$ cat src/rtl/accel_op_fsm.sv
// Per-accelerator request sequencer: NUM_SRC strided reads, one op command, one write, then a completion.
// Optional wait-state watchdog enabled by defining ACCEL_TIMEOUT_EN.
module accel_op_fsm #(
    parameter int          ADDRW       = 24,
    parameter logic [1:0]  ACCEL_ID    = 2'b01,
    parameter int          NUM_SRC     = 1,
    parameter int          BLK_STRIDE  = 32,
    parameter int          TIMEOUT_CYC = 1024
) (
    input  logic               clk,
    input  logic               rst_n,
    input  logic               req_valid,
    input  logic [2*ADDRW+1:0] req_data,
    output logic               ready_req_out,
    input  logic               compq_ready_in,
    output logic [ADDRW:0]     compq_data_out,
    output logic               valid_compq_out,
    output logic               arb_req,
    input  logic               arb_grant,
    input  logic [2:0]         ack_in,
    output logic [ADDRW+7:0]   data_out
);

    localparam logic [1:0] MEM_ID   = 2'b00;
    localparam logic [1:0] LAST_SRC = 2'(NUM_SRC - 1);
    localparam logic [2:0] MEM_ACK  = {1'b1, MEM_ID};
    localparam logic [2:0] ACC_ACK  = {1'b1, ACCEL_ID};

    typedef enum logic [2:0] {
        IDLE, RD_REQ, RD_WAIT, OP_REQ, OP_WAIT, WR_REQ, WR_WAIT, DONE
    } state_t;

    state_t               state_reg, state_next;
    logic [2*ADDRW+1:0]   req_reg, req_next;
    logic [1:0]           rd_cnt_reg, rd_cnt_next;
    logic                 err_reg, err_next;
    logic                 timeout_hit;

    logic [1:0]           mode;
    logic [ADDRW-1:0]     src, dst, rd_addr;
    logic [ADDRW+7:0]     rd_word, op_word, wr_word;

    assign mode    = req_reg[2*ADDRW+1 -: 2];
    assign src     = req_reg[2*ADDRW-1 -: ADDRW];
    assign dst     = req_reg[ADDRW-1:0];
    // Truncation to ADDRW bits gives the required address wrap.
    assign rd_addr = src + ADDRW'(32'(rd_cnt_reg) * BLK_STRIDE);
    assign rd_word = {rd_addr, 2'b00, ACCEL_ID, MEM_ID, 2'b01};
    assign op_word = {{ADDRW{1'b0}}, mode, ACCEL_ID, 4'b0011};
    assign wr_word = {dst, 2'b00, MEM_ID, ACCEL_ID, 2'b10};

`ifdef ACCEL_TIMEOUT_EN
    localparam int WCW = $clog2(TIMEOUT_CYC + 1);
    logic [WCW-1:0] wait_cnt_reg;
    logic           in_wait;

    assign in_wait = (state_reg == RD_WAIT) || (state_reg == OP_WAIT) || (state_reg == WR_WAIT);

    // Every *_WAIT is entered from a *_REQ, where the counter sits at zero.
    always_ff @(posedge clk or negedge rst_n) begin
        if (!rst_n) begin
            wait_cnt_reg <= '0;
        end else begin
            wait_cnt_reg <= in_wait ? wait_cnt_reg + 1'b1 : '0;
        end
    end

    assign timeout_hit = in_wait && (wait_cnt_reg == WCW'(TIMEOUT_CYC - 1));
`else
    assign timeout_hit = 1'b0;
`endif

    always_ff @(posedge clk or negedge rst_n) begin
        if (!rst_n) begin
            state_reg  <= IDLE;
            req_reg    <= '0;
            rd_cnt_reg <= '0;
            err_reg    <= 1'b0;
        end else begin
            state_reg  <= state_next;
            req_reg    <= req_next;
            rd_cnt_reg <= rd_cnt_next;
            err_reg    <= err_next;
        end
    end

    // A matching ACK is tested before the watchdog so it wins in the expiry cycle.
    always_comb begin
        state_next  = state_reg;
        req_next    = req_reg;
        rd_cnt_next = rd_cnt_reg;
        err_next    = err_reg;
        case (state_reg)
            IDLE: if (req_valid) begin
                req_next    = req_data;
                rd_cnt_next = '0;
                err_next    = 1'b0;
                state_next  = RD_REQ;
            end
            RD_REQ: if (arb_grant) state_next = RD_WAIT;
            RD_WAIT: begin
                if (ack_in == MEM_ACK) begin
                    if (rd_cnt_reg == LAST_SRC) begin
                        state_next = OP_REQ;
                    end else begin
                        rd_cnt_next = rd_cnt_reg + 1'b1;
                        state_next  = RD_REQ;
                    end
                end else if (timeout_hit) begin
                    err_next   = 1'b1;
                    state_next = DONE;
                end
            end
            OP_REQ: if (arb_grant) state_next = OP_WAIT;
            OP_WAIT: begin
                if (ack_in == ACC_ACK) begin
                    state_next = WR_REQ;
                end else if (timeout_hit) begin
                    err_next   = 1'b1;
                    state_next = DONE;
                end
            end
            WR_REQ: if (arb_grant) state_next = WR_WAIT;
            WR_WAIT: begin
                if (ack_in == MEM_ACK) begin
                    state_next = DONE;
                end else if (timeout_hit) begin
                    err_next   = 1'b1;
                    state_next = DONE;
                end
            end
            DONE: if (compq_ready_in) state_next = IDLE;
            default: state_next = IDLE;
        endcase
    end

    always_comb begin
        arb_req         = 1'b0;
        valid_compq_out = 1'b0;
        data_out        = '0;
        compq_data_out  = '0;
        ready_req_out   = (state_reg == IDLE);
        case (state_reg)
            RD_REQ:  begin arb_req = 1'b1; data_out = rd_word; end
            RD_WAIT: data_out = rd_word;
            OP_REQ:  begin arb_req = 1'b1; data_out = op_word; end
            OP_WAIT: data_out = op_word;
            WR_REQ:  begin arb_req = 1'b1; data_out = wr_word; end
            WR_WAIT: data_out = wr_word;
            DONE: begin
                valid_compq_out = 1'b1;
                compq_data_out  = {err_reg, dst};
            end
            default: ;
        endcase
    end

endmodule
$ cat config.mk
export PLATFORM = sky130hd
export DESIGN_NAME = accel_op_fsm
export DESIGN_NICKNAME = d
export VERILOG_FILES = /design/src/rtl/accel_op_fsm.sv
export SDC_FILE = /design/constraint.sdc
export NUM_CORES = 1
export LEC_CHECK = 0
export CORE_MARGIN = 1.5
export CORE_UTILIZATION = 45
export CTS_CLUSTER_DIAMETER = 80
export CTS_CLUSTER_SIZE = 14
export DETAILED_ROUTE_END_ITERATION = 10
export PLACE_DENSITY = 0.77
export SLEW_MARGIN = 10
export SYNTH_ARGS = -nofsm -noshare
export SYNTH_HDL_FRONTEND = slang
export SYNTH_SLANG_ARGS = --single-unit
$ cat constraint.sdc
create_clock -name clk -period 2.07 [get_ports clk]
set_input_delay 0.207 -clock clk [delete_from_list [all_inputs] [get_ports clk]]
set_output_delay 0.207 -clock clk [all_outputs]
set_load 0.02 [all_outputs]
==> results.yml, run 1 <==
outcome:
  status: "finished with violations"
  violations: "setup timing"
critical_path:
  cp_max_fo: 4
  critical_path_class: "reg -> out"
  cp.buffers_inverters: 1
  max_stage_delay_ps: 400
  critical-path-top-delay-family: "adder cells"
  setup.worst_path.start_class: "flop"
  cp-end-kind: "primary output"
  worstPathRequired_ps: 1860
  crit_path_cell_trace: "ha_2 > fa_2 > and3_4 > and4_1 > xor2_1 > a22o_1 > buf_6"
  arrival_ps: 2070
  slowest_stage: "dfrtp_1"
sta:
  relSlewSlack: 0.545
  finalSetupTns_ps: -1650
  fin_crit_sh: 1.10
  tightest_slew_ps: 682
  min_period_ps: 2280
  finalHoldViolCount: 0
  fmax_mhz: 439
  setup_violations: 14
  slew_violations: 0
  setup_slack_ps: -207
  skew_ps: 6.45
  rsz0062_at_grt: "yes"
layout:
  seqCellArea_sq_mm: 0.00138
  drive_gt1_frac: 0.333
  syn_to_final_growth_pct: 52.3
  num-fill-cells: 537
  stdcell_count: 519
  postLayoutCellArea_sq_mm: 0.00480
  multi_input_area_sq_mm: 0.00173
  postLayoutCoreUtil: 0.707
  diodes: 0
  largest_register_ffs: 50
  layout.nets: 484
synth:
  async_reset_ff_frac: 1.00
  syn-cell-area_sq_mm: 0.00315
  synth_seq_area_share: 0.436
  synth_edf_count: 0
  yosysTopAreaCell: "dfrtp_1"
  yosys_warnings: 0
  post_synth_num_cell_types: 35
  synth_common_cells: "dfrtp_1, mux2_2, and2_1, a22o_1, xnor2_1"
  yosys_most_used_dff: "dfrtp_1"
  ys_ff_latch: 55
  avgSynthCellArea_sq_um: 11.1
  netlist_instances: 284
  yosysMostFrequentCell: "dfrtp_1"
  synth_area_leaders: "dfrtp_1, mux2_2, a22o_1, and2_1, xnor2_1"
  synth_top_cell_area_share: 0.436
power_and_ir_drop:
  peakVddDrop_mv: 0.861
  p_sw_frac: 0.421
  leakagePower_uw: 0.00214
  intPower_uw: 4320
  p_total_uw: 7460
  p_seq_frac: 0.273
  power_frac_comb: 0.644
  switching_power_uw: 3140
  p_per_area_mw_per_mm2: 1550
  p_clk_frac: 0.083
grt:
  antenna_found_initial: 0
  gr-total-overflow: 0
  grt_pass1_vias: 2752
  grt_pass1_wl_mm: 13.0
  grt_usage: 0.221
  grt_max_degree: 34
routing:
  drt_iter0_markers: 82
  drt-total-wl_mm: 8.23
  drc: 0
  routed-via-count: 2762
  drtPass1Iterations: 4
  via_per_inst: 5.32
  drtAntennaViolNets: 0
  wl_per_cell_um: 15.8
clocking:
  cts_tree: "yes"
  clk_latency_ps: 300
  clockBufferDepth: 2
  root_buffer: "clkbuf_8"
  numClockSinks: 55
  numCtsBuffers: 5
  clk_pin_slew_ps: 90
  h-tree-depth: 2
floorplanning:
  rows: 30
  die_h_um: 86.7
  design.core.area_sq_mm: 0.00679
  start_util: 0.464
  io_pins: 118
  die_width_um: 86.7
  dieArea_sq_mm: 0.00752
placed_design:
  dpl-instance-area_sq_mm: 0.00453
  place_hpwl_mm: 5.85
  io_buffers: 114
  place_congestion: 0.859
  post-place-cells: 500
flow_run:
  maxCapViolCount: 0
min_path:
  min_path_type: "in -> async"
## worst paths after layout
path,from,to,slack (ps),cells past startpoint
setup reg to reg,rd_cnt_reg[0],rd_cnt_reg[0],80,7
setup / recovery,rd_cnt_reg[0],data_out[23],-210,7
max in group asynchronous,rst_n,req_reg[8],910,3
hold / removal,rst_n,req_reg[26],470,2
min in group clk,req_data[43],req_reg[43],470,3
hold reg to reg,req_reg[48],req_reg[48],510,1
## cells by family after synthesis
kind of cell / count (synthesis) / share of synthesized area
adders and majority gates: 4 / 0.0182
muxes: 51 / 0.182
DFF: 55 / 0.436
and+or+nand+nor: 84 / 0.157
other: 1 / 0.00119
buffers and inverters: 29 / 0.0559
AOI/OAI and AO/OA: 45 / 0.108
xor gates and xnor gates: 15 / 0.0417
## final cells by class
cell class,instances,share of cell area
inverters,5,0.00391
flip-flops and latches,55,0.287
multi-input cells,202,0.360
well taps,96,0.0250
clock buffers,7,0.0180
repair buffers,153,0.305
clock inverters,1,0.00182
## routing by layer
layer  global-route usage  routed length (um)
met5                    0                   0
met4               0.0557                  89
met2                0.369                4080
met1                0.295                3510
met3               0.0438                 554
## what timing repair did
action                                  CTS  global route
hold endpoints to repair                 27             0
setup buffers                             5             5
hold buffers                              1             0
gates resized for setup                 150            49
pin swaps                                17            17
endpoints found under the setup margin   53            39
## per-stage QoR
| stage | worst slack, ps | hold slack, ps |
|---|---|---|
| final | -207 | 468 |
| after global routing | -284 | 460 |
| after CTS | -246 | 465 |
| after detailed placement | -466 | 280 |
| after global placement | -443 | 279 |
| after floorplan | 59.8 | -88.6 |
## cell usage in the layout (no fill, tap or decap), types with 3 or more instances in the layout
cell type        synthesis  routed
and3_4                   0       3
and2_1                  26      25
mux2_2                  46      46
buf_12                   0       4
nand3_1                 12       7
xnor2_2                  0       4
buf_4                    4      28
clkbuf_8                 0       6
a32oi_1                  4       4
a21oi_1                  4       4
xnor2_1                 13       9
and4_1                   4       4
conb_1                   1       3
nand4_1                 12      12
dfrtp_1                 55      55
inv_1                    5       5
o21ai_0                  6       6
o211ai_1                 5       5
nor2_1                   8       7
clkdlybuf4s50_1          0      57
mux2_1                   4       4
nand3_2                  0       3
clkbuf_2                 0       9
dlygate4sd2_1            0      18
buf_6                    6      23
clkdlybuf4s15_1          0       8
a22o_1                  22      22
nand2_1                  9       9
## power groups by stage
stage	Combinational (uW)	Sequential (uW)	Clock (uW)
after CTS	4590	2020	647
after global routing	5150	2120	691
final	4800	2030	621
after detailed placement	4720	2040	0
after floorplan	2770	1930	0
after global placement	4680	2010	0
No activity file was read; power rests on OpenSTA's default activity.
==> inputs of run 2 (changes only) <==
--- a/config.mk
+++ b/config.mk
@@ -8,7 +8,6 @@
 export CORE_MARGIN = 1.5
 export CORE_UTILIZATION = 45
 export CTS_CLUSTER_DIAMETER = 80
-export CTS_CLUSTER_SIZE = 14
 export DETAILED_ROUTE_END_ITERATION = 10
 export PLACE_DENSITY = 0.77
 export SLEW_MARGIN = 10
==> results of run 2 <==
The final DEF is identical to that of run 1; final timing and power are the same.
==> inputs of run 3 (changes only) <==
--- a/config.mk
+++ b/config.mk
@@ -9,7 +9,7 @@
 export CORE_UTILIZATION = 45
 export CTS_CLUSTER_DIAMETER = 80
 export DETAILED_ROUTE_END_ITERATION = 10
-export PLACE_DENSITY = 0.77
+export PLACE_DENSITY = 0.84
 export SLEW_MARGIN = 10
 export SYNTH_ARGS = -nofsm -noshare
 export SYNTH_HDL_FRONTEND = slang
==> results.yml, run 3 (synthesized netlist as in run 1, its figures left out) <==
routing:
  drtPass1Iterations: 4
  routed-via-count: 2741
  drtAntennaViolNets: 0
  wl_per_cell_um: 16.8
  drt-total-wl_mm: 8.64
  drt_iter0_markers: 103
  via_per_inst: 5.32
  drc: 0
critical_path:
  critical-path-top-delay-family: "adder cells"
  cp-end-kind: "primary output"
  critical_path_class: "reg -> out"
  max_stage_delay_ps: 420
  setup.worst_path.start_class: "flop"
  worstPathRequired_ps: 1860
  rrSetupSlack_ps: 50
  rr_startpoint: "rd_cnt_reg[0]"
  crit_path_cell_trace: "ha_4 > fa_2 > and3_4 > and4_1 > xor2_1 > a22o_1 > buf_6"
  arrival_ps: 2080
  cp_max_fo: 4
  worstRegToRegCells: 7
  slowest_stage: "dfrtp_1"
  r2r_end: "rd_cnt_reg[0]"
  cp.buffers_inverters: 1
sta:
  relSlewSlack: 0.478
  tightest_slew_ps: 783
  skew_ps: 10.1
  hold-worst-slack_ps: 452
  setup_slack_ps: -213
  fin_crit_sh: 1.10
  finalHoldViolCount: 0
  rsz0062_at_grt: "yes"
  slew_violations: 0
  min_period_ps: 2280
  fmax_mhz: 438
  setup_violations: 15
floorplanning:
  dieArea_sq_mm: 0.00752
  start_util: 0.464
  io_pins: 118
  die_width_um: 86.7
  design.core.area_sq_mm: 0.00679
  rows: 30
  die_h_um: 86.7
layout:
  layout.nets: 480
  postLayoutCoreUtil: 0.709
  final_common_cell: "clkdlybuf4s50_1"
  drive_gt1_frac: 0.325
  largest_register_ffs: 50
  syn_to_final_growth_pct: 52.8
  layout_common_cells: "clkdlybuf4s50_1, dfrtp_1, mux2_2"
  diodes: 0
grt:
  grt_max_degree: 52
  antenna_found_initial: 0
  grt_pass1_vias: 2804
  grt_usage: 0.236
  gr-total-overflow: 0
  grt_pass1_wl_mm: 13.9
placed_design:
  place_hpwl_mm: 5.99
  pre_cts_slack_ps: -492
  place_congestion: 0.799
  io_buffers: 114
outcome:
  status: "finished with violations"
  violations: "setup timing"
clocking:
  clockBufferDepth: 2
  cts_tree: "yes"
  clk_pin_slew_ps: 100
  numClockSinks: 55
  h-tree-depth: 2
  root_buffer: "clkbuf_8"
  numCtsBuffers: 5
  clk_latency_ps: 310
power_and_ir_drop:
  p_clk_frac: 0.100
  p_sw_frac: 0.424
  p_total_uw: 7540
  peakVddDrop_mv: 1.08
  leakagePower_uw: 0.00215
  power_frac_comb: 0.626
  intPower_uw: 4340
  p_seq_frac: 0.274
  p_per_area_mw_per_mm2: 1570
  switching_power_uw: 3200
min_path:
  hold_start: "req_data[43]"
  holdPathStages: 3
  min_path_type: "in -> reg"
  hold-path-endpoint: "req_reg[43]"
flow_run:
  maxCapViolCount: 0
[run 3: layer usage]
metal	track usage	up-vias	routed length, um
met1	0.298	1345	3530
met3	0.0543	8	507
met4	0.0572	0	55
met2	0.411	99	4550
met5	0	-	0
li1	-	1289	-
[run 3: stage by stage]
step | setup TNS [ps] | std cells | area (sq um)
2_1_floorplan | 0 | 286 | 3160
3_3_place_gp | -4130 | 495 | 4490
3_5_place_dp | -4980 | 495 | 4490
4_1_cts | -1710 | 509 | 4670
5_1_grt | -3140 | 515 | 4820
6_report | -1890 | 515 | 4820
[run 3: worst register-to-register path, delay by kind of cell, from the launching register on]
family,cells,cell delay (ps)
compound gates,1,230
fa+ha+maj,1,190
buf+inv,3,280
flops,1,400
mux,1,270
simple gates,1,540
[run 3: power by group through the flow]
stage	registers [uW]	clock network, uW	logic, uW
finish	2070	752	4720
global route	2140	814	5040
CTS	2050	767	4570
detailed placement	2060	0	4690
global placement	2020	0	4600
floorplan	1930	0	2770
[run 3: repair_timing]
| action | 4_1_cts | 5_1_grt |
|---|---|---|
| endpoints found under the hold margin | 31 | 0 |
| hold buffers | 1 | 0 |
| setup endpoints to repair | 54 | 47 |
| setup buffers | 5 | 6 |
| pin swaps | 21 | 28 |
| resized for setup | 145 | 50 |
[run 3: how the worst max path moves through the flow]
stage	start	to	cells after the start	slack [ps]
finish	req_reg[29]	data_out[23]	7	-210
global route	req_reg[29]	data_out[23]	7	-280
CTS	rd_cnt_reg[0]	data_out[23]	7	-250
detailed placement	req_reg[29]	data_out[27]	8	-490
global placement	req_reg[29]	data_out[23]	7	-430
floorplan	rd_cnt_reg[0]	data_out[23]	6	60
[run 3: final cells by class]
class,count,area (sq um)
repair buffers,149,1440
clock buffers,6,82.6
multi-input cells,202,1740
well taps,96,120
fillers,492,1980
clock inverters,2,35.0
inverters,5,18.8
flip-flops and latches,55,1380
